## src/rtl/arb_rr8.sv

```systemverilog
// Round-robin arbiter for eight requesters with a bounded grant tenure.
// The one-hot grant comes from a decoder38 driven by the registered index.

module decoder38 (
    input  logic       a2,
    input  logic       a1,
    input  logic       a0,
    input  logic       en,
    output logic [7:0] y
);
    always_comb begin
        y = '0;
        if (en) begin
            y[{a2, a1, a0}] = 1'b1;
        end
    end
endmodule

module arb_rr8 #(
    parameter int unsigned MAX_HOLD = 16
) (
    input  logic       clk,
    input  logic       rst,
    input  logic       EN,
    input  logic [7:0] req,
    output logic [7:0] gnt,
    output logic [2:0] gnt_idx,
    output logic       gnt_vld,
    output logic [2:0] ptr
);
    typedef enum logic {IDLE, BUSY} state_t;

    localparam logic [7:0] HOLD_LAST = 8'(MAX_HOLD - 1);

    state_t     state_q;
    logic [2:0] gnt_idx_q;
    logic [2:0] ptr_q;
    logic [7:0] hold_cnt_q;

    logic       win_vld;
    logic [2:0] win_idx;
    logic [2:0] scan_idx;

    // Scan from the farthest offset down so the requester nearest ptr wins.
    always_comb begin
        win_vld  = 1'b0;
        win_idx  = ptr_q;
        scan_idx = '0;
        for (int k = 7; k >= 0; k--) begin
            scan_idx = ptr_q + 3'(k);
            if (req[scan_idx]) begin
                win_vld = 1'b1;
                win_idx = scan_idx;
            end
        end
    end

    always_ff @(posedge clk) begin
        if (rst) begin
            state_q    <= IDLE;
            gnt_idx_q  <= '0;
            ptr_q      <= '0;
            hold_cnt_q <= '0;
        end else begin
            case (state_q)
                IDLE: begin
                    if (EN && win_vld) begin
                        state_q    <= BUSY;
                        gnt_idx_q  <= win_idx;
                        hold_cnt_q <= '0;
                    end
                end
                BUSY: begin
                    // Voluntary and forced release both move priority past the holder.
                    if (!req[gnt_idx_q] || (hold_cnt_q == HOLD_LAST)) begin
                        state_q    <= IDLE;
                        ptr_q      <= gnt_idx_q + 3'd1;
                        hold_cnt_q <= '0;
                    end else begin
                        hold_cnt_q <= hold_cnt_q + 8'd1;
                    end
                end
                default: begin
                    state_q <= IDLE;
                end
            endcase
        end
    end

    assign gnt_vld = (state_q == BUSY);
    assign gnt_idx = gnt_idx_q;
    assign ptr     = ptr_q;

    decoder38 u_dec (
        .a2 (gnt_idx_q[2]),
        .a1 (gnt_idx_q[1]),
        .a0 (gnt_idx_q[0]),
        .en (gnt_vld),
        .y  (gnt)
    );
endmodule
```

## config.mk

```make
export PLATFORM = sky130hd
export DESIGN_NAME = arb_rr8
export DESIGN_NICKNAME = d
export VERILOG_FILES = /design/src/rtl/arb_rr8.sv
export SDC_FILE = /design/constraint.sdc
export NUM_CORES = 1
export LEC_CHECK = 0
export BUFFER_PORTS_ARGS = -buffer_cell sky130_fd_sc_hd__buf_2
export CORE_MARGIN = 1
export CORE_UTILIZATION = 43
export CTS_BUF_LIST = sky130_fd_sc_hd__clkbuf_8
export DETAILED_ROUTE_END_ITERATION = 10
export GPL_TIMING_DRIVEN = 0
export PLACE_DENSITY_LB_ADDON = 0.15
export SLEW_MARGIN = 15
export SYNTH_ARGS = -nofsm -noshare
export SYNTH_HDL_FRONTEND = slang
export SYNTH_SLANG_ARGS = --single-unit
```

## constraint.sdc

```tcl
create_clock -name clk -period 3.1 [get_ports clk]
set_clock_uncertainty 0.15 [all_clocks]
set_input_delay 0.155 -clock clk [delete_from_list [all_inputs] [get_ports clk]]
set_output_delay 0.155 -clock clk [all_outputs]
set_load 0.02 [all_outputs]
```

==> results by group <==
Outcome
  • Status: finished, final reports clean

Setup path
  • RR Endpoint: gnt_idx[1]
  • Critical path capture point type: flip-flop
  • Critical R2R Launch: ptr[0]
  • Critical path required time: 3.09 ns
  • R2R Setup Slk: 0.11 ns
  • Critical path type: flip-flop to flip-flop
  • Critical Path Source Type: flip-flop
  • CP max FO: 10
  • Worst r2r path cells: 11
  • Critical Path AT: 2.98 ns

Timing
  • Maximum clock rate: 335 MHz
  • Fin crit share: 0.964
  • Worst Slack Setup Final: 0.112 ns
  • Hold Violations, Final: 0
  • Final setup vio count: 0
  • Max-slew violations: 0
  • Fin Hold WS: 0.0209 ns
  • Measured slew at the worst slew-check pin: 0.589 ns
  • Setup TNS: 0 ns
  • Min cycle time layout: 2.99 ns
  • Slew margin rel.: 0.607

Routing
  • Met3 wire length: 266 um
  • Residual DRC: 0
  • Detail Route Antenna Nets: 0
  • TritonRoute pass-1 iters: 4
  • Vias per cell: 6.07
  • Drt total wl: 4.19 mm
  • DRT met1 WL: 1.98 mm
  • Vias: 1632
  • Wire per inst: 15.6 um
  • WL met2: 1.94 mm
  • DRT iter0 DRCs: 94
  • DR top layer: met3

Global route
  • Largest net degree at the start of global routing: 17
  • Vias in the first global route: 1539
  • Gr usage total: 0.218
  • First-pass GRT wire length: 7.05 mm
  • GRT Residual Overflow: 0
  • Initial antenna violation count: 0

Yosys
  • Top_reg_cell synth: dfxtp_1
  • Synth Cell Area: 0.00165 mm^2
  • Post-synthesis instance total: 189
  • Synth top area share: 0.191
  • Largest cells by area after synthesis: mux4_2, dfxtp_1, mux2i_1
  • Post-synth cell types: 45
  • Post-synthesis sequential area ratio: 0.182
  • Syn Area/Cell: 8.75 um^2
  • Biggest area consumer among synthesized cells: mux4_2
  • Syn nets: 204
  • Post-synth top cells: nor2_1, dfxtp_1, mux4_2
  • FFs w/ async S/R, synth: 0
  • Most frequent cell after synthesis: nor2_1
  • Yosys warns: 0
  • Post-synth EDFFs: 0
  • Synth Register Bits: 15

CTS
  • Clock Latency Late Sink: 0.24 ns
  • Clk sinks: 15
  • Root Driver: clkbuf_8
  • Reg clk slew, reported paths: 0.06 ns
  • Clock buffer depth: 2
  • Total CTS buffers: 3
  • TritonCTS clock tree: done
  • Cts-stage hold buffer count: 0
  • CTS H-tree depth: 1

Power and ir drop
  • PwrDens: 398 mW/mm^2
  • VDD IR max: 0.207 mV
  • Pleak: 0.000769 uW
  • PnR Total Power: 786 uW

Floorplan
  • I/O pins: 26
  • Starting Density: 0.451
  • Rows: 22
  • Placeable Area: 0.00366 mm^2
  • Die area: 0.00410 mm^2
  • Vert. Die Dim: 64 um
  • Die width: 64 um

Finish
  • Final Net Count: 237
  • Reg area: 302 um^2
  • Multi-input gate area: 0.00129 mm^2
  • Layout cells sized above 1: 0.312
  • ANT cells: 0
  • P&R area growth vs syn: 19.5%
  • Final-layout fill cell count: 342
  • Final Instance Count excl. Fillers: 269

Place
  • Port Buffers: 25
  • Dpl hpwl: 3.14 mm
  • Cells after DPL: 262
  • Routability cong.: 0.891
  • Pre-CTS WS: -0.173 ns

Hold path
  • Min-delay src: rst
  • Hold endpoint: gnt_idx[1]
  • Worst hold path type: input pin to flip-flop
  • WHS Path Cells: 2

Job
  • Max Cap Viol: 0
==> registers in the layout (all words and copies together) (netlist names) <==
name	flops
ptr	3
hold_cnt_q	8
gnt_idx	3
gnt_vld	1
==> timing repair <==
| action | 4_1_cts | 5_1_grt |
|---|---|---|
| buffers inserted | 2 | 2 |
| gates resized for setup | 3 | 8 |
| pin swaps | 0 | 1 |
| hold endpoints to repair | 0 | 0 |
| endpoints found under the setup margin | 11 | 10 |
==> critical path, stage by stage, from the launching register on <==
cell        delay (ns)
dfxtp_2           0.34
buf_6             0.16
buf_12            0.15
clkinvlp_4        0.12
ha_4              0.33
buf_6             0.16
mux4_2            0.52
mux2i_2           0.24
nor2_1            0.08
a221o_1           0.30
a41o_1            0.21
nor2b_4           0.11
==> metrics by stage <==
step                      instance area [um^2]  utilization
after floorplan                           1670            -
after global placement                    1860        0.507
after detailed placement                  1860        0.507
after CTS                                 1920        0.525
after global routing                      1970        0.539
final                                     1970        0.539
==> area by class of cell <==
type / instances / area share
plain buffers: 12 / 0.0494
clock buffers: 3 / 0.0209
clock inverters: 1 / 0.00190
inverters: 5 / 0.0133
multi-input cells: 156 / 0.653
flip-flops and latches: 15 / 0.153
well taps: 48 / 0.0304
repair buffers: 29 / 0.0786
==> how the worst max path moves through the flow <==
stage                     startpoint             to  slack, ns  cells past startpoint
final                         ptr[0]     gnt_idx[1]       0.11                     11
after detailed placement      ptr[1]     gnt_idx[1]      -0.17                     11
after global placement        ptr[1]     gnt_idx[1]      -0.11                     11
after CTS                     ptr[0]     gnt_idx[1]       0.01                     11
after floorplan               ptr[1]     gnt_idx[1]     0.0002                     11
after global routing          ptr[0]  hold_cnt_q[4]     -0.006                     10
==> layer usage <==
metal / up-vias / track usage
met5: - / 0
met4: 0 / 0.0369
met3: 0 / 0.0357
met1: 781 / 0.312
li1: 785 / -
met2: 66 / 0.348
==> cell usage in the layout (no fill, tap or decap), types with 2 or more instances in the layout <==
| cell type | n |
|---|---|
| o2bb2ai_1 | 3 |
| inv_1 | 4 |
| a21oi_1 | 13 |
| o21a_1 | 2 |
| and3_1 | 6 |
| buf_2 | 27 |
| clkbuf_1 | 3 |
| nor4_1 | 2 |
| ha_1 | 3 |
| mux2_2 | 3 |
| o21ai_1 | 3 |
| nand4_1 | 3 |
| nand4b_1 | 4 |
| nor2_1 | 26 |
| xnor2_1 | 3 |
| mux2i_1 | 11 |
| clkbuf_8 | 3 |
| o211ai_1 | 2 |
| nand2_1 | 11 |
| o21ai_0 | 7 |
| buf_4 | 7 |
| nor3_1 | 7 |
| nand3_1 | 3 |
| clkinvlp_4 | 2 |
| a211oi_1 | 3 |
| dfxtp_1 | 14 |
| mux4_2 | 14 |
| buf_6 | 3 |
| nand2b_1 | 6 |
| or3_1 | 2 |
==> where the power goes <==
part           leakage, uW  internal [uW]  switching, uW
clock            0.0000269           87.5           64.9
sequential        0.000122            204           11.4
combinational     0.000619            195            223
==> cells by family (layout without fill, tap and decap cells) <==
kind of cell             count (synthesis)  in the layout  share of synthesized area
XOR/XNOR                                 4              4                     0.0212
flip-flops                              15             15                      0.182
AO/OA/AOI/OAI                           42             42                      0.165
AND/OR/NAND/NOR                         74             74                      0.232
adder cells (fa/ha/maj)                  4              4                     0.0303
buffers and inverters                   18             50                     0.0568
multiplexers                            32             32                      0.313
Note: power is estimated with default switching activity, not from simulation.
